File: config.mk
export PLATFORM = sky130hd
export DESIGN_NAME = multiplier_seq_nbit
export DESIGN_NICKNAME = d
export VERILOG_FILES = /design/src/rtl/mult_seq_pkg.sv /design/src/rtl/mult_shift_add_step.sv /design/src/rtl/multiplier_seq_nbit.sv
export SDC_FILE = /design/constraint.sdc
export NUM_CORES = 1
export LEC_CHECK = 0
export ABC_AREA = 0
export CAP_MARGIN = 20
export CORE_MARGIN = 2
export CORE_UTILIZATION = 30
export DETAILED_ROUTE_END_ITERATION = 12
export PLACE_DENSITY = 0.52
export SYNTH_ARGS = -nofsm -noshare
export SYNTH_HDL_FRONTEND = slang
export SYNTH_SLANG_ARGS = --single-unit
export TNS_END_PERCENT = 1
File: constraint.sdc
create_clock -name clock -period 8.9 [get_ports clock]
set_input_delay 1.78 -clock clock [delete_from_list [all_inputs] [get_ports clock]]
set_output_delay 1.78 -clock clock [all_outputs]
set_load 0.01 [all_outputs]
File: src/rtl/mult_seq_pkg.sv
// Shared types and constants for the sequential shift-add multiplier.
package mult_seq_pkg;

  typedef enum logic [1:0] {
    IDLE = 2'd0,
    BUSY = 2'd1,
    DONE = 2'd2
  } state_t;

  localparam state_t RST_STATE = IDLE;
  localparam logic   RST_NEG   = 1'b0;

  // Counter must hold WIDTH itself, hence WIDTH+1 codes.
  function automatic int cntWidth(input int width);
    return $clog2(width + 1);
  endfunction

endpackage

File: src/rtl/mult_shift_add_step.sv
// One shift-add iteration: conditionally add the multiplicand into the high
// half through a ripple adder, then shift the whole accumulator right by one.
module mult_shift_add_step #(
  parameter int WIDTH = 8
) (
  input  logic [WIDTH:0]   accHi,
  input  logic [WIDTH-1:0] accLo,
  input  logic [WIDTH-1:0] magA,
  output logic [WIDTH:0]   nextHi,
  output logic [WIDTH-1:0] nextLo
);

  logic [WIDTH-1:0] addend;
  logic [WIDTH:0]   sum;
  logic             carry;

  always_comb begin
    addend = accLo[0] ? magA : '0;
    carry  = 1'b0;
    sum    = '0;
    for (int i = 0; i < WIDTH; i++) begin
      sum[i] = accHi[i] ^ addend[i] ^ carry;
      carry  = (accHi[i] & addend[i]) | (carry & (accHi[i] ^ addend[i]));
    end
    // accHi[WIDTH] is always 0 after a shift, so this is just the carry-out.
    sum[WIDTH] = accHi[WIDTH] ^ carry;
    {nextHi, nextLo} = {sum, accLo} >> 1;
  end

endmodule

File: src/rtl/multiplier_seq_nbit.sv
// Iterative WIDTH x WIDTH -> 2*WIDTH shift-add multiplier with valid/ready on
// both sides. Define MULT_SIGNED_EN to honour io_signed (two's-complement).
module multiplier_seq_nbit
  import mult_seq_pkg::*;
#(
  parameter int WIDTH = 8
) (
  input  logic               clock,
  input  logic               reset,
  input  logic               io_in_valid,
  output logic               io_in_ready,
  input  logic [WIDTH-1:0]   io_a,
  input  logic [WIDTH-1:0]   io_b,
  input  logic               io_signed,
  output logic               io_out_valid,
  input  logic               io_out_ready,
  output logic [2*WIDTH-1:0] io_result
);

  localparam int CW = cntWidth(WIDTH);
  localparam logic [CW-1:0] CNT_INIT = CW'(WIDTH);

  state_t             state, stateNext;
  logic [CW-1:0]      cnt;
  logic [WIDTH-1:0]   magA, accLo, stepLo, magAIn, magBIn;
  logic [WIDTH:0]     accHi, stepHi;
  logic [2*WIDTH-1:0] result, product, resultNext;
  logic               accept, lastStep;

  assign accept   = (state == IDLE) && io_in_valid;
  assign lastStep = (state == BUSY) && (cnt == CW'(1));
  assign product  = {stepHi[WIDTH-1:0], stepLo};

`ifdef MULT_SIGNED_EN
  logic neg, negIn;

  assign magAIn = (io_signed && io_a[WIDTH-1]) ? (~io_a + 1'b1) : io_a;
  assign magBIn = (io_signed && io_b[WIDTH-1]) ? (~io_b + 1'b1) : io_b;
  assign negIn  = io_signed & (io_a[WIDTH-1] ^ io_b[WIDTH-1]);
  assign resultNext = neg ? (~product + 1'b1) : product;

  always_ff @(posedge clock) begin
    if (!reset)      neg <= RST_NEG;
    else if (accept) neg <= negIn;
  end
`else
  logic unusedSigned;

  assign unusedSigned = io_signed;
  assign magAIn       = io_a;
  assign magBIn       = io_b;
  assign resultNext   = product;
`endif

  mult_shift_add_step #(.WIDTH(WIDTH)) uStep (
    .accHi  (accHi),
    .accLo  (accLo),
    .magA   (magA),
    .nextHi (stepHi),
    .nextLo (stepLo)
  );

  always_ff @(posedge clock) begin
    if (!reset) state <= RST_STATE;
    else        state <= stateNext;
  end

  always_comb begin
    stateNext = state;
    unique case (state)
      IDLE:    if (io_in_valid)  stateNext = BUSY;
      BUSY:    if (lastStep)     stateNext = DONE;
      DONE:    if (io_out_ready) stateNext = IDLE;
      default: stateNext = IDLE;
    endcase
  end

  // Result is registered on the last iteration so DONE has no arithmetic path.
  always_ff @(posedge clock) begin
    if (!reset) begin
      cnt    <= '0;
      magA   <= '0;
      accHi  <= '0;
      accLo  <= '0;
      result <= '0;
    end else if (accept) begin
      magA  <= magAIn;
      accHi <= '0;
      accLo <= magBIn;
      cnt   <= CNT_INIT;
    end else if (state == BUSY) begin
      accHi <= stepHi;
      accLo <= stepLo;
      cnt   <= cnt - 1'b1;
      if (lastStep) result <= resultNext;
    end
  end

  assign io_in_ready  = (state == IDLE);
  assign io_out_valid = (state == DONE);
  assign io_result    = result;

endmodule

# Yosys cells after proc, flatten, opt, wreduce, memory -nomap -nowiden
# Index checks and enable logic that the tools add are counted.
# word_totals
reg_bits	46
# classes
addsub	1
eq_ne	6
mux	9
bitwise_logic	39
reduce_logical	7
# ops
cell	n
$mux W8	3
$and A1 B1 Y1	15
$xor A1 B1 Y1	15
$mux W4	2
$or A1 B1 Y1	7
$mux W2	3
$pmux W2 S3	1
$reduce_and A3 Y1	2
$eq A4 B1 Y1 const B	1
$ne A2 B2 Y1 const B	2
$sub A4 B1 Y4 const B	1
$eq A2 B1 Y1 const B	1
$eq A2 B2 Y1 const B	1
$logic_and A1 B1 Y1	2
$logic_not A2 Y1	1
$ne A2 B1 Y1 const B	1
$not A1 Y1	2
$reduce_bool A2 Y1	1
$reduce_or A2 Y1	1

# Depth between registers and ports, before layout
# Gate-level depths: netlist of the first run.
# depth
ltp_word	16
depth_mapped	14
ltp_nobuf	14

# Modules after synthesis
# A second synthesis of the first run with hierarchy kept.
# unflattened
cells_unflattened	250
hier_area_um2	2279.7
# by_module_without_submodules
module	instances	cells_per_inst	area_each_um2	seq_area_each_um2
multiplier_seq_nbit	1	217	1983.2	940.9
mult_shift_add_step	1	33	296.5	0.0

# Worst setup path after synthesis of the first run
# No wires, ideal clock.
# synth_path
kind	flip-flop to flip-flop
start	reg accLo[0]
end	reg result[14] (netlist: io_result[14])
setup_time_ps	58
arrival_ps	3442
path_slack_ps	5400
stages_incl_launch_ff	15
path_buffers	0
synth_period_minus_slack_ps	3500
path_cell_list	dfxtp_1 and2_1 ha_1 inv_1 fa_1 inv_1 fa_1 fa_1 fa_1 fa_1 fa_1 inv_1 fa_1 nand3_1 o211a_1
# synth_via
elab_chain_cells	15
word_cells_on_any_way	28
classes_between	mux: 1; bitwise: 27
# synth_lines
item	line	source
from (decl)	multiplier_seq_nbit.sv:25	logic [WIDTH-1:0] magA, accLo, stepLo, magAIn, magBIn;
from (signal assigned)	multiplier_seq_nbit.sv:89	accLo <= magBIn;
from (signal assigned)	multiplier_seq_nbit.sv:93	accLo <= stepLo;
$mux W8 (*)	mult_shift_add_step.sv:18	addend = accLo[0] ? magA : '0;
$and A1 B1 Y1 / $xor A1 B1 Y1 (equally long branches)	mult_shift_add_step.sv:23	carry = (accHi[i] & addend[i]) | (carry & (accHi[i] ^ addend[i]));
$and A1 B1 Y1	mult_shift_add_step.sv:23	
$or A1 B1 Y1	mult_shift_add_step.sv:23	
$and A1 B1 Y1	mult_shift_add_step.sv:23	
$or A1 B1 Y1	mult_shift_add_step.sv:23	
$and A1 B1 Y1	mult_shift_add_step.sv:23	
$or A1 B1 Y1	mult_shift_add_step.sv:23	
$and A1 B1 Y1	mult_shift_add_step.sv:23	
$or A1 B1 Y1	mult_shift_add_step.sv:23	
$and A1 B1 Y1	mult_shift_add_step.sv:23	
$or A1 B1 Y1	mult_shift_add_step.sv:23	
$and A1 B1 Y1	mult_shift_add_step.sv:23	
$or A1 B1 Y1	mult_shift_add_step.sv:23	
$xor A1 B1 Y1 (*)	mult_shift_add_step.sv:22	sum[i] = accHi[i] ^ addend[i] ^ carry;
to (signal assigned)	multiplier_seq_nbit.sv:95	if (lastStep) result <= resultNext;
to (decl)	multiplier_seq_nbit.sv:27	logic [2*WIDTH-1:0] result, product, resultNext;
# Mark *: on every way between the ends. The rest lies on a longest branch, timed or not.
# A chain may end at the register's enable or synchronous reset.

# Worst setup path after layout of the first run
# Ends and elaborated chain as after synthesis.

==> summary.txt, run 1 <==
Largest net degree at the start of global routing - 50
Final WL - 4.391 mm
CTS tree - yes
Initial drt markers - 61
DIE WIDTH - 87.48 µm
Dominant cell type by area after synthesis - dfxtp_1
Synth Register Bits - 46
Root Driver - clkbuf_8
Max Freq - 261.2 MHz
Clock Tree Buf Depth - 2
Worst-Margin Slew - 1.052 ns
ANT cells - 0
Vias post-DR - 1543
Nature of the critical path startpoint - flip-flop
Synth cell types - 31
Slew margin rel. - 29.54%
Area growth syn-to-layout - 22.92%
Vias in the first global route - 1511
PD cells - 156.3 nW/µm²
Post-synth top area share - 44.05%
Total power - 0.4016 mW
Syn Area/Cell - 9.547 µm²
Global-route wire length before repair - 7.238 mm
Wire per inst - 13.23 µm
Crit-path max FO - 9
Setup violators final - 0
Buffers on Ports - 37
Grt ovf - 0
Synth area leaders - dfxtp_1 (44%), mux2i_1 (11%), nand2_1 (7.2%)
Post-route DRC - 0
Clock transition at path regs - 0.08 ns
GP Congestion - 0.7081
Hold Vio Cnt, Final - 0
Clock skew - 0.006175 ns
Share of layout cells above drive strength 1 - 6.349%
Setup TNS - 0 ns
Warnings, synthesis - 0
Total CTS buffers - 5
Initial antenna violation count - 0
Status - finished, final reports clean
Net Count, Synth - 250
CP Class - flip-flop to flip-flop
Post-CTS Setup Repair Bufs - 0
Most frequent cells in the layout - dfxtp_1 (46), nand2_1 (40), clkdlybuf4s50_1 (37)
Critical Path RT - 9.14 ns
Mapped Cells - 219
# nets final - 283
# H-tree levels - 2
Starting density of the core - 30.94%
Hold_buf cts - 0
FP Rows - 30
Total track usage - 12.25%
Critical path endpoint category - flip-flop
Post-DP HPWL - 2.956 mm
TritonRoute pass-1 iters - 4
Final Cycle Share - 43.02%
Mapped Area - 2091 µm²
Critical Path AT - 4.07 ns
Pins over their slew limit - 0
Area of the core - 6756 µm²
Sink Count - 46
Leakage - 0.9479 nW
Final ANT Viol Nets - 0
Hold Path Class - flip-flop to flip-flop
Height of the chip - 87.48 µm
Seq/Total Area, Yosys - 44.05%
Clock Latency Late Sink - 0.30 ns
Peak supply drop - 55.94 µV
I/O pin cnt - 39
DIE AREA - 7653 µm²
Commonest non-fill, non-tap cell in the layout - dfxtp_1
PostCTS Resize Cnt - 0
Drt via density - 4.648
RSZ-0062 raised after global routing - false
Maxcap violations - 0
Post-layout min period - 3.828 ns
## area by class of cell
type,instances,area (µm²)
clock buffer,6,72.57
timing repair buffer,39,385.4
clock inverter,1,7.507
inverter,9,33.78
sequential,46,920.9
fill,701,4187
tap,80,100.1
multi-input combinational,151,1050
## cells in the mapped netlist
cell and count:
buf_2 4, clkbuf_1 4, a211oi_1 1, buf_8 1
nand3b_1 1, nor3_1 2, and2_1 6, dfxtp_1 46
a21oi_1 15, nand2_1 40, buf_6 3, o21ba_2 1
nor3b_2 1, o211a_1 3, a211oi_2 3, o21ai_0 9
nor2_1 8, nand2b_4 1, fa_1 7, mux2i_1 22
inv_1 9, nor3b_1 1, and2_4 1, o22ai_1 8
nor2b_1 9, xor2_1 1, nand2b_1 3, o21a_1 2
buf_4 1, ha_1 3, nand3_1 3
## final timing paths
check	from	slack, ns	endpoint	cells after the start
worst max-delay path	accLo[0]	5.07	io_result[14]	14
worst min-delay path	io_result[2]	0.46	io_result[2]	2
worst max register to register	accLo[0]	5.07	io_result[14]	14
worst min register to register	io_result[2]	0.46	io_result[2]	2
## flip-flops by register name (all words and copies together), names as in the netlist
register   flops
io_result     16
accHi          8
accLo          8
magA           8
cnt            4
state          2
## where the power goes
part           internal (mW)  total (mW)  leakage (nW)  switching (mW)
registers              0.216       0.224         0.375         0.00865
logic                 0.0268      0.0543         0.535          0.0276
clock network         0.0540       0.123        0.0373          0.0689
## critical path, cell delays in order (launching register included)
cell and delay [ns]:
dfxtp_1 0.40, and2_1 0.18, ha_1 0.17, inv_1 0.07, fa_1 0.16, inv_1 0.05
fa_1 0.38, fa_1 0.40, fa_1 0.40, fa_1 0.42, fa_1 0.38, inv_1 0.08
fa_1 0.45, nand3_1 0.11, o211a_1 0.15
## kinds of logic (layout without fill, tap and decap cells)
kind of cell	after synthesis	in the layout	synth area share, %
simple gates	76	76	17.59
xor+xnor	1	1	0.4190
flops	46	46	44.05
buf+inv	22	55	5.984
compound gates	42	42	12.93
mux	22	22	10.53
fa+ha+maj	10	10	8.498
## per-stage QoR
stage	setup slack (ns)	cells	hold slack [ns]	area, µm²	util [%]
after CTS	5.049	332	0.4641	2570	38.04
after global placement	5.122	325	0.4475	2490	36.85
after global routing	4.889	332	0.4802	2570	38.04
after floorplan	5.400	219	0.4349	2091	-
after detailed placement	5.107	325	0.4494	2490	36.85
final	5.072	332	0.4587	2570	38.04
## layer usage
layer	part of all wire [%]	GRT usage (%)	vias to the layer above
li1	-	-	793
met1	50	16.72	721
met2	45	18.66	23
met3	3.1	3.033	6
met4	1.7	4.615	0
met5	0	0	-
No activity file was read; power rests on OpenSTA's default activity.
==> run 2: changes to the inputs <==
==> constraint.sdc (replaced) <==
create_clock -name clock -period 3.6 [get_ports clock]
set_input_delay 0.72 -clock clock [delete_from_list [all_inputs] [get_ports clock]]
set_output_delay 0.72 -clock clock [all_outputs]
set_load 0.01 [all_outputs]
==> run 2 against run 1 <==
  * Cell area grew 1.9%
  * Power increased to 2.6 times the previous value
  * Hold slack got worse by 0.00079 ns
  * First-iteration DRC count up 28%
  * Sequential share of layout area is 0.60 points lower
  * Combinational power grew to 2.6 times the previous value
  * Sequential power up 150%
  * Critical path depth stayed put
  * Non-clock buffer count up 3
  * Register-to-register slack lost 5.0 ns
  * Clock power grew to 2.7 times the previous value
  * Clock skew grew 0.0047 ns
  * Largest power group unchanged
  * Highest routed layer unchanged
==> summary.txt, run 2 (same netlist as run 1, synthesis figures left out) <==
Largest net degree at the start of global routing - 20 (was 50)
Register area - 922.1 µm² (was 920.9 µm²)
Nature of the critical path startpoint - flip-flop (unchanged)
Largest register FFs - 16 (unchanged)
Clock Latency Late Sink - 0.31 ns (was 0.30 ns)
Area of the core - 6756 µm² (unchanged)
Hold_buf cts - 0 (unchanged)
Pint - 0.7585 mW (was 0.2965 mW)
Sw Share - 26.27% (was 26.18%)
Peak supply drop - 130.6 µV (was 55.94 µV)
FP Rows - 30 (unchanged)
Setup violators final - 0 (unchanged)
Vias post-DR - 1568 (was 1543)
Hold WS - 0.4579 ns (was 0.4587 ns)
Wire per inst - 13.34 µm (was 13.23 µm)
CTS tree - yes (unchanged)
DIE AREA - 7653 µm² (unchanged)
TritonRoute pass-1 iters - 4 (unchanged)
Reg2Reg Setup Slack - 0.08 ns (was 5.07 ns)
Post-DP HPWL - 3.060 mm (was 2.956 mm)
Clock skew - 0.01087 ns (was 0.006175 ns)
Total track usage - 12.65% (was 12.25%)
Critical Path Source - magA[0] (was accLo[0])
Pins over their slew limit - 0 (unchanged)
Drt via density - 4.667 (was 4.648)
Worst-Margin Slew - 0.6027 ns (was 1.052 ns)
Global-route wire length before repair - 7.569 mm (was 7.238 mm)
Status - finished, final reports clean (unchanged)
Post-layout min period - 3.520 ns (was 3.828 ns)
Critical path endpoint category - flip-flop (unchanged)
RSZ-0062 raised after global routing - true (was false)
Clock transition at path regs - 0.09 ns (was 0.08 ns)
Share of layout cells above drive strength 1 - 10.55% (was 6.349%)
Crit-path max FO - 2 (was 9)
Final WL - 4.482 mm (was 4.391 mm)
Sink Count - 46 (unchanged)
Logic pwr share - 13.7% (was 13.5%)
Clock Tree Buf Depth - 2 (unchanged)
Hold wc startpoint - io_result[2] (unchanged)
Post-placement cell count - 328 (was 325)
Area growth syn-to-layout - 25.19% (was 22.92%)
Initial antenna violation count - 0 (unchanged)
Hold Vio Cnt, Final - 0 (unchanged)
Hold Path Class - flip-flop to flip-flop (unchanged)
Sequential share of power - 53.8% (was 55.9%)
Multi-input logic area - 1062 µm² (was 1050 µm²)
Root Driver - clkbuf_8 (unchanged)
Final Cycle Share - 97.78% (was 43.02%)
Non-filler cells in the finished layout - 336 (was 332)
Starting density of the core - 30.94% (unchanged)
Critical Path RT - 3.86 ns (was 9.14 ns)
DIE WIDTH - 87.48 µm (unchanged)
Grt ovf - 0 (unchanged)
Height of the chip - 87.48 µm (unchanged)
Vias in the first global route - 1624 (was 1511)
Fillcell total - 703 (was 701)
Final ANT Viol Nets - 0 (unchanged)
Post-route DRC - 0 (unchanged)
FF-to-FF Start - magA[0] (was accLo[0])
CP Class - flip-flop to flip-flop (unchanged)
Most frequent cells in the layout - dfxtp_1 (45), nand2_1 (40), clkdlybuf4s50_1 (37) (was dfxtp_1 (46), nand2_1 (40), clkdlybuf4s50_1 (37))
Critical Path AT - 3.78 ns (was 4.07 ns)
I/O pin cnt - 39 (unchanged)
# H-tree levels - 2 (unchanged)
Initial drt markers - 78 (was 61)
GP Congestion - 0.7017 (was 0.7081)
Clock Power Share - 32.5% (was 30.6%)
Buffers on Ports - 37 (unchanged)
Max Freq - 284.1 MHz (was 261.2 MHz)
Commonest non-fill, non-tap cell in the layout - dfxtp_1 (unchanged)
Leakage - 0.9619 nW (was 0.9479 nW)
ANT cells - 0 (unchanged)
Maxcap violations - 0 (unchanged)
PD cells - 393.0 nW/µm² (was 156.3 nW/µm²)
Slew margin rel. - 59.70% (was 29.54%)
# nets final - 286 (was 283)
Psw - 0.2703 mW (was 0.1051 mW)
Core occupancy in the finished layout - 38.74% (was 38.04%)
Total CTS buffers - 5 (unchanged)
-- run 2: per-layer routing --
metal | global-route usage, % | share of wire (%) | up-vias
met2 | 19.77 | 46 | 23
met4 | 5.035 | 1.7 | 0
li1 | - | - | 805
met1 | 16.70 | 49 | 734
met5 | 0 | 0 | -
met3 | 3.128 | 3.5 | 6
-- run 2: layout make-up --
type	instances	area share, %
Multi-Input combinational cell	151	40.58
Clock buffer	7	3.298
Clock inverter	1	0.1912
Sequential cell	46	35.23
Tap cell	80	3.824
Timing Repair Buffer	42	15.58
Inverter	9	1.291
-- run 2: critical path, cell delays in order, from the launching register on --
cell and delay, ns:
dfxtp_2 0.33, and2_1 0.15, ha_1 0.17, inv_1 0.06
fa_1 0.15, inv_1 0.05, fa_2 0.34, fa_2 0.38
fa_2 0.38, fa_2 0.39, fa_2 0.35, inv_2 0.06
fa_1 0.44, nand3_1 0.09, o211a_1 0.14
-- run 2: final timing paths --
| kind | depth (start not counted) | endpoint |
|---|---|---|
| hold / removal | 2 | io_result[2] |
| setup reg to reg | 14 | io_result[14] |
| hold reg to reg | 2 | io_result[2] |
| setup / recovery | 14 | io_result[14] |
-- run 2: per-stage QoR --
stage	cell area [µm²]	setup TNS [ns]	setup WS [ns]	total power, mW
finish	2618	0	0.08006	1.029
global route	2618	-0.07128	-0.05325	1.084
CTS	2609	0	0.02057	1.042
detailed placement	2512	-0.03227	-0.02281	0.7063
global placement	2512	-0.01247	-0.01247	0.7049
floorplan	2091	0	0.09955	0.6557
-- run 2: power groups by stage --
stage	combinational [mW]	clock, mW	sequential, mW
global route	0.158	0.369	0.558
global placement	0.141	0	0.564
CTS	0.143	0.346	0.553
detailed placement	0.142	0	0.565
floorplan	0.0968	0	0.559
finish	0.141	0.334	0.553
-- run 2: timing repair --
| item | 4_1_cts | 5_1_grt |
|---|---|---|
| endpoints found under the setup margin | 2 | 2 |
| buffers inserted | 0 | 0 |
| pin swaps | 1 | 4 |
| gates resized for setup | 2 | 5 |
